===== config.mk =====
export PLATFORM = sky130hd
export DESIGN_NAME = lfu_victim_sel
export DESIGN_NICKNAME = d
export VERILOG_FILES = /design/src/rtl/lfu_victim_sel.sv
export SDC_FILE = /design/constraint.sdc
export NUM_CORES = 1
export LEC_CHECK = 0
export CORE_ASPECT_RATIO = 0.7
export CORE_MARGIN = 2
export CORE_UTILIZATION = 64
export DETAILED_ROUTE_END_ITERATION = 6
export PLACE_DENSITY = 0.81
export RECOVER_POWER = 50
export SLEW_MARGIN = 30
export SYNTH_ARGS = -nofsm -noshare
export SYNTH_HDL_FRONTEND = slang
export SYNTH_SLANG_ARGS = --single-unit

===== constraint.sdc =====
create_clock -name clk -period 3.4 [get_ports clk]
set_input_delay 1.02 -clock clk [delete_from_list [all_inputs] [get_ports clk]]
set_output_delay 1.02 -clock clk [all_outputs]
set_load 0.005 [all_outputs]

===== src/rtl/lfu_victim_sel.sv =====
// LFU victim selector: per-set saturating use counters plus a sequential min-scan over one set snapshot.
// Build option: define LFU_AGING_EN to halve a set's counters when a hit finds a counter at CMAX.
module lfu_victim_sel #(
    parameter  int unsigned WAYS  = 4,
    parameter  int unsigned CNT_W = 4,
    parameter  int unsigned SETS  = 16,
    localparam int unsigned WAY_W = (WAYS > 1) ? $clog2(WAYS) : 1,
    localparam int unsigned SET_W = (SETS > 1) ? $clog2(SETS) : 1
) (
    input  logic             clk,
    input  logic             rst_n,
    input  logic             acc_valid,
    input  logic             acc_fill,
    input  logic [SET_W-1:0] acc_set,
    input  logic [WAY_W-1:0] acc_way,
    input  logic             req_valid,
    output logic             req_ready,
    input  logic [SET_W-1:0] req_set,
    output logic             vic_valid,
    input  logic             vic_ready,
    output logic [WAY_W-1:0] vic_way,
    output logic [CNT_W-1:0] vic_count
);

    localparam logic [CNT_W-1:0] CMAX     = '1;
    localparam logic [CNT_W-1:0] CNT_ONE  = CNT_W'(1);
    localparam logic [WAY_W-1:0] LAST_IDX = WAY_W'(WAYS - 1);
`ifdef LFU_AGING_EN
    localparam logic [CNT_W-1:0] AGED_HIT = (CMAX >> 1) + CNT_ONE;
`endif

    typedef enum logic [1:0] {
        S_IDLE = 2'd0,
        S_SCAN = 2'd1,
        S_DONE = 2'd2
    } state_t;

    logic [CNT_W-1:0] r_cnt  [SETS][WAYS];
    logic [CNT_W-1:0] r_snap [WAYS];
    logic [CNT_W-1:0] r_min;
    logic [WAY_W-1:0] r_min_way;
    logic [WAY_W-1:0] r_idx;
    logic             r_req_ready;
    logic             r_vic_valid;
    state_t           r_state;

    state_t           w_state_nxt;
    logic             w_accept;
    logic             w_req_ready_nxt;
    logic             w_vic_valid_nxt;
    logic [CNT_W-1:0] w_hit_cnt;
    logic [CNT_W-1:0] w_snap_idx;

    assign w_hit_cnt  = r_cnt[acc_set][acc_way];
    assign w_snap_idx = r_snap[r_idx];

    // Live use counters; only the addressed set changes.
    always_ff @(posedge clk or negedge rst_n) begin
        if (!rst_n) begin
            for (int unsigned s = 0; s < SETS; s++) begin
                for (int unsigned w = 0; w < WAYS; w++) begin
                    r_cnt[SET_W'(s)][WAY_W'(w)] <= '0;
                end
            end
        end else if (acc_valid) begin
            if (acc_fill) begin
                r_cnt[acc_set][acc_way] <= CNT_ONE;
            end else if (w_hit_cnt != CMAX) begin
                r_cnt[acc_set][acc_way] <= w_hit_cnt + CNT_ONE;
            end else begin
`ifdef LFU_AGING_EN
                for (int unsigned w = 0; w < WAYS; w++) begin
                    r_cnt[acc_set][WAY_W'(w)] <= r_cnt[acc_set][WAY_W'(w)] >> 1;
                end
                r_cnt[acc_set][acc_way] <= AGED_HIT;
`else
                r_cnt[acc_set][acc_way] <= CMAX;
`endif
            end
        end
    end

    // State register and registered handshake outputs.
    always_ff @(posedge clk or negedge rst_n) begin
        if (!rst_n) begin
            r_state     <= S_IDLE;
            r_req_ready <= 1'b1;
            r_vic_valid <= 1'b0;
        end else begin
            r_state     <= w_state_nxt;
            r_req_ready <= w_req_ready_nxt;
            r_vic_valid <= w_vic_valid_nxt;
        end
    end

    always_comb begin
        w_state_nxt     = r_state;
        w_accept        = 1'b0;
        w_req_ready_nxt = 1'b0;
        w_vic_valid_nxt = 1'b0;
        case (r_state)
            S_IDLE: begin
                if (req_valid) begin
                    w_accept    = 1'b1;
                    w_state_nxt = S_SCAN;
                end
            end
            S_SCAN: begin
                if (r_idx == LAST_IDX) begin
                    w_state_nxt = S_DONE;
                end
            end
            S_DONE: begin
                if (vic_ready) begin
                    w_state_nxt = S_IDLE;
                end
            end
            default: w_state_nxt = S_IDLE;
        endcase
        w_req_ready_nxt = (w_state_nxt == S_IDLE);
        w_vic_valid_nxt = (w_state_nxt == S_DONE);
    end

    // Snapshot on accept, then one strict-less-than compare per cycle so ties keep the lower way.
    always_ff @(posedge clk or negedge rst_n) begin
        if (!rst_n) begin
            for (int unsigned w = 0; w < WAYS; w++) begin
                r_snap[WAY_W'(w)] <= '0;
            end
            r_min     <= '0;
            r_min_way <= '0;
            r_idx     <= '0;
        end else if (w_accept) begin
            for (int unsigned w = 0; w < WAYS; w++) begin
                r_snap[WAY_W'(w)] <= r_cnt[req_set][WAY_W'(w)];
            end
            r_min     <= r_cnt[req_set][0];
            r_min_way <= '0;
            r_idx     <= WAY_W'(1);
        end else if (r_state == S_SCAN) begin
            if (w_snap_idx < r_min) begin
                r_min     <= w_snap_idx;
                r_min_way <= r_idx;
            end
            r_idx <= r_idx + WAY_W'(1);
        end
    end

    assign req_ready = r_req_ready;
    assign vic_valid = r_vic_valid;
    assign vic_way   = r_min_way;
    assign vic_count = r_min;

endmodule


==> results.cfg, run 1 <==
[global_routing]
grt_use_total_pct = 40.5
grt_start_max_net_pins = 80
grt_overflow = 0
grt_pass1_vias = 13512
grt_pass1_wl_um = 80900
grt_antenna_before_repair = 1

[floorplan]
initial_core_util_pct = 65.3
rows = 48
ios = 24
dieWidth_um = 194
die_h_um = 137
core_area_um2 = 24700
dieArea_um2 = 26500

[cells_and_area]
syn_to_final_growth_pct = 16.1
multi_input_area_um2 = 8430
drive_above_1_share_pct = 23.7
n_antenna_cell = 0
fin_nets = 1607
finalInstanceArea_um2 = 18700
stdcell_count = 1930
regArea_um2 = 7110
fillCellCount = 1610

[cts]
htreeDepth = 1
clk_latency_ns = 0.57
holdBufCountCts = 0
clockBufferDepth = 3
cts_tree = built
path_clk_slew_ns = 0.07
numCtsBuffers = 28
cts_sinks = 284
clockRootBuffer = clkbuf_16

[critical_path]
path_cells = buf_8, buf_12, buf_12, mux4_2, a22oi_2, a21oi_2, nor4_4, inv_1, ha_2, buf_4, nor3_2, mux2i_4, buf_12, a32o_1
path_class = primary input to flip-flop
r2r_cells = 12
slowest_delay_ns = 0.57
endpoint_kind = flip-flop
critPathSlowestCell = mux4_2
critPathRequiredTime_ns = 3.86
cp.arrival_ns = 3.83
r2r_slack_ns = 0.32
crit_fanout = 43
start_kind = primary input
crit_top_cell = buf_12

[drt]
highest_layer = met5
drc_errors = 2
wl_met1_um = 19400
num_vias = 14056
vias_per_cell = 7.28
dr.pass1.iters = 7
drtAntennaViolNets = 0
wl_met3_um = 8310
drt_iter0_markers = 2038
routed_wl_um = 52800
wl_per_cell_um = 27.3
wl_met2_um = 22700

[yosys]
synth-main-ff-cell = dfrtp_1
yosysWarnings = 0
synth_area_um2 = 16100
synth_common_cells = 283 x dfrtp_1, 260 x nand2_1, 217 x o21ai_0
netlist_instances = 1488
synth_edf_count = 0
async_reset_ff_share_pct = 100
ys_ff_latch = 284
yosys-top-cells-area = dfrtp_1 44%, mux4_2 17%, o21ai_0 6.7%
yosysTopAreaCell = dfrtp_1
synth.distinct_cells = 53
syn_avg_cell_area_um2 = 10.8
synth.most_common_cell = dfrtp_1
netlist.area_leader.share_pct = 43.9
syn_nets = 1509
synth_seq_area_share_pct = 44.1

[placement]
place_hpwl_um = 36100
portBuffers = 23
dpl.cell_count = 1870
gp_congestion = 1.02
dpl_cell_area_um2 = 17600
place_ws_ns = -0.703

[timing]
slew_violations = 79
max_freq_mhz = 297
fin_ws_ns = 0.0294
hold_slack_ns = 0.471
relSlewSlack_pct = -44.8
fin_skew_ns = 0.0193
rsz0062_at_grt = yes
hold_viol = 0
setup_viol = 0
setup_tns_ns = 0
post-route-period-util_pct = 99.1
period_minus_slack_ns = 3.37
worstMarginPinSlew_ns = 2.17

[run_status]
violations = DRC, capacitance limit, slew limit
status = finished, violations left

[worst_hold_path]
hp-class = flip-flop to flip-flop
holdPathStages = 2

[job]
maxCapViolCount = 1

[power]
p_leak_nw = 7.91
vdd_drop_max_v = 0.000562
power_density_nw_per_um2 = 584
final timing paths:
path / from / to
worst max register to register: r_cnt[21]$_DFFE_PN0P_ / r_cnt[115]$_DFFE_PN0P_
worst max-delay path: acc_set[0] / r_cnt[115]$_DFFE_PN0P_
min in group asynchronous: rst_n / r_cnt[51]$_DFFE_PN0P_
max in group asynchronous: rst_n / r_cnt[37]$_DFFE_PN0P_
worst min-delay path: r_snap[3]$_DFFE_PN0P_ / r_snap[3]$_DFFE_PN0P_
worst min register to register: r_snap[3]$_DFFE_PN0P_ / r_snap[3]$_DFFE_PN0P_
per-stage QoR:
| stage | power [mW] | util [%] |
|---|---|---|
| after CTS | 10.8 | 75.6 |
| after floorplan | 6.47 | - |
| after global routing | 11.3 | 75.8 |
| after global placement | 7.38 | 71.1 |
| final | 10.9 | 75.8 |
| after detailed placement | 7.52 | 71.1 |
kinds of logic (layout without fill, tap and decap cells):
| kind of cell | after synthesis | after routing | share of synthesized area (%) |
|---|---|---|---|
| buf+inv | 126 | 243 | 4.30 |
| simple gates | 463 | 463 | 11.8 |
| flops | 284 | 284 | 44.1 |
| compound gates | 446 | 446 | 17.6 |
| fa+ha+maj | 5 | 5 | 0.388 |
| mux | 164 | 164 | 21.8 |
power by group:
part / switching [mW] / internal, mW
Sequential: 0.700 / 4.06
Clock: 1.35 / 1.88
Combinational: 1.46 / 1.50
repair_timing:
action,in CTS,in global routing
endpoints found under the setup margin,192,201
gates resized for setup,19,17
buffers inserted,8,2
pin swaps,4,2
cloned,1,1
registers in the layout (all words and copies together) (netlist names):
name,flops
vic_count,4
vic_way,2
r_state,2
vic_valid,1
r_snap,16
r_cnt,256
req_ready,1
r_idx,2
final cells by class:
type                       count  area share, %
clock buffer                  41           4.55
clock inverter                 8          0.528
inverter                      10          0.201
multi-input combinational   1078           45.0
sequential                   284           38.0
tap                          325           2.17
timing repair buffer         184           9.53
worst max-delay path, delay by kind of cell:
kind | cells | cell delay (ns)
AOI/OAI and AO/OA | 3 | 0.56
adders and majority gates | 1 | 0.20
muxes | 2 | 0.70
and+or+nand+nor | 2 | 0.44
buffers and inverters | 6 | 0.87
cell usage in the layout, fill, tap and decap left out, types with 3 or more instances in the layout:
| cell | synthesis | routed |
|---|---|---|
| nor2b_1 | 8 | 8 |
| a21o_1 | 6 | 6 |
| a22o_1 | 58 | 58 |
| a21oi_1 | 63 | 57 |
| a22oi_1 | 20 | 14 |
| clkdlybuf4s50_1 | 0 | 14 |
| o21ai_1 | 1 | 16 |
| buf_6 | 17 | 12 |
| mux4_2 | 123 | 128 |
| a221o_1 | 4 | 4 |
| mux2_1 | 3 | 3 |
| nand2b_1 | 15 | 15 |
| buf_4 | 6 | 121 |
| clkbuf_16 | 0 | 30 |
| a22oi_2 | 0 | 6 |
| and2_1 | 7 | 6 |
| buf_12 | 1 | 23 |
| o2bb2ai_1 | 56 | 56 |
| nand2_1 | 260 | 260 |
| nor2_1 | 146 | 142 |
| a32o_1 | 6 | 6 |
| inv_1 | 9 | 8 |
| mux2_2 | 6 | 6 |
| ha_1 | 5 | 4 |
| nor2_2 | 0 | 4 |
| dfrtp_1 | 283 | 283 |
| clkbuf_1 | 76 | 4 |
| nand3_1 | 9 | 9 |
| clkbuf_2 | 0 | 4 |
| clkinv_2 | 0 | 3 |
| clkbuf_8 | 0 | 8 |
| nor3_1 | 8 | 7 |
| mux2i_1 | 12 | 12 |
| a21oi_2 | 0 | 6 |
| o21ai_0 | 217 | 202 |
| mux4_1 | 19 | 14 |
routing by layer:
layer  vias to the layer above  global-route usage [%]
met5                         -                       0
met4                         2                    15.7
met3                       215                    15.0
met2                      1153                    58.7
met1                      6948                    56.5
li1                       5738                       -
(Power assumes the default switching activity.)
==> run 2, diff against run 1 <==
--- a/config.mk
+++ b/config.mk
@@ -5,7 +5,7 @@
 export SDC_FILE = /design/constraint.sdc
 export NUM_CORES = 1
 export LEC_CHECK = 0
-export CORE_ASPECT_RATIO = 0.7
+export CORE_ASPECT_RATIO = 1.5
 export CORE_MARGIN = 2
 export CORE_UTILIZATION = 64
 export DETAILED_ROUTE_END_ITERATION = 6
==> results.cfg, run 2 (synthesized netlist as in run 1, its figures left out) <==
[global_routing]
grt_antenna_before_repair = 0
grt_use_total_pct = 40.3
grt_pass1_wl_um = 80700
grt_start_max_net_pins = 99
grt_overflow = 0
grt_pass1_vias = 13861

[floorplan]
ios = 24
dieArea_um2 = 26500
dieWidth_um = 134
core_area_um2 = 25000
initial_core_util_pct = 64.6
rows = 71
die_h_um = 198

[critical_path]
start_kind = primary input
crit_fanout = 12
endpoint_kind = flip-flop
critPathSlowestCell = mux4_1
critPathRequiredTime_ns = 3.86
slowest_delay_ns = 0.67
path_cells = buf_8, clkbuf_16, mux4_1, a22oi_1, a21oi_2, nor4_4, inv_2, ha_4, inv_2, buf_4, nand3_1, o211ai_1, buf_6, clkbuf_16, o2bb2ai_1
cp.arrival_ns = 3.81
path_class = primary input to flip-flop

[timing]
fin_skew_ns = 0.0148
relSlewSlack_pct = -86.6
fin_ws_ns = 0.0529
slew_violations = 96
hold_viol = 0
max_freq_mhz = 299
post-route-period-util_pct = 98.4
setup_viol = 0
period_minus_slack_ns = 3.35
worstMarginPinSlew_ns = 2.80

[placement]
gp_congestion = 1.01
portBuffers = 23
place_ws_ns = -0.788
place_hpwl_um = 35700
dpl_cell_area_um2 = 17600

[cells_and_area]
syn_to_final_growth_pct = 18.2
n_antenna_cell = 0
final_core_util_pct = 76.3
finalInstanceArea_um2 = 19000
layout_commonest_cell = dfrtp_1
largest_register_ffs = 256
mostFrequentLayoutCells = 283 x dfrtp_1, 260 x nand2_1, 187 x o21ai_0
fin_nets = 1624
drive_above_1_share_pct = 24.8
max_flop_register = r_cnt

[cts]
path_clk_slew_ns = 0.07
clockBufferDepth = 3
clockRootBuffer = clkbuf_16
htreeDepth = 1
cts_sinks = 284
holdBufCountCts = 0
cts_tree = built
clk_latency_ns = 0.58
numCtsBuffers = 28

[drt]
routed_wl_um = 54600
num_vias = 14327
dr.pass1.iters = 7
drc_errors = 0
wl_per_cell_um = 28.0
vias_per_cell = 7.34
drtAntennaViolNets = 0
drt_iter0_markers = 2098

[power]
p_clk_share_pct = 29.8
power_switching_mw = 3.53
vdd_drop_max_v = 0.000510
p_leak_nw = 8.07
power_density_nw_per_um2 = 580
swShare_pct = 32.0
power_frac_comb_pct = 27.3
power_frac_seq_pct = 42.9
p_int_mw = 7.51
finalPower_mw = 11.0

[job]
maxCapViolCount = 1

[run_status]
status = finished, violations left
violations = capacitance limit, slew limit

[worst_hold_path]
hp-class = flip-flop to flip-flop
[run 2: cell count changes in the layout (fill, tap and decap cells not counted), moves of 3 or more]
cell       change
a22oi_2        +6
clkbuf_16      +5
clkbuf_1       +8
o21ai_0       -15
buf_4          +8
buf_12         +8
clkinv_2       -3
clkbuf_2       +3
o21ai_1       +15
buf_6          -6
a22oi_1        -6
[run 2: metrics by stage]
step / TNS (ns) / hold WS (ns) / std cells
after floorplan: -84.22 / 0.440 / 1488
after global placement: -166.58 / 0.453 / 1869
after detailed placement: -167.93 / 0.463 / 1869
after CTS: 0 / 0.485 / 1923
after global routing: -0.451 / 0.507 / 1953
final: 0 / 0.483 / 1953
[run 2: path summary, 6_finish.rpt]
check | start | end | slack [ns] | cells past startpoint
worst max-delay path | acc_set[0] | r_cnt[10]$_DFFE_PN0P_ | 0.05 | 15
worst min-delay path | r_snap[8]$_DFFE_PN0P_ | r_snap[8]$_DFFE_PN0P_ | 0.48 | 2
worst max register to register | r_cnt[96]$_DFFE_PN0P_ | r_cnt[10]$_DFFE_PN0P_ | 0.43 | 13
worst min register to register | r_snap[8]$_DFFE_PN0P_ | r_snap[8]$_DFFE_PN0P_ | 0.48 | 2
max in group asynchronous | rst_n | r_cnt[41]$_DFFE_PN0P_ | 0.43 | 2
min in group asynchronous | rst_n | vic_way[0]$_DFFE_PN0P_ | 1.30 | 1
[run 2: what timing repair did]
item                                    in CTS  in global routing
setup buffers                                2                 23
endpoints found under the setup margin     243                243
gates cloned                                 0                  7
gates resized for setup                      8                 52
pin swaps                                    0                  6
[run 2: area by class of cell]
| class | count | area, um^2 |
|---|---|---|
| multi-input cells | 1078 | 8460 |
| flip-flops and latches | 284 | 7110 |
| fillers | 1492 | 5910 |
| repair buffers | 201 | 2080 |
| clock buffers | 47 | 842 |
| well taps | 328 | 410 |
| clock inverters | 5 | 114 |
| inverters | 10 | 37.5 |
[run 2: critical path: cells and delay by family]
family | cells | cell delay [ns]
buffers and inverters | 7 | 0.99
and+or+nand+nor | 2 | 0.37
AOI/OAI and AO/OA | 4 | 0.56
adders and majority gates | 1 | 0.17
muxes | 1 | 0.67
[run 2: power groups by stage]
| stage | logic [mW] | clock network [mW] | registers, mW |
|---|---|---|---|
| final | 3.02 | 3.29 | 4.74 |
| after global routing | 3.23 | 3.42 | 4.79 |
| after CTS | 2.82 | 3.28 | 4.68 |
| after detailed placement | 2.78 | 0 | 4.73 |
| after global placement | 2.68 | 0 | 4.67 |
| after floorplan | 1.97 | 0 | 4.50 |
[run 2: per-layer routing]
metal  up-vias  track usage, %  part of all wire, %  wire length [um]
met4         2            28.8                  9.2              5050
met1      6992            49.5                   33             17900
met3       358            9.01                   11              6020
li1       5779               -                    -                 -
met5         -               0                 0.16                85
met2      1196            63.5                   47             25600
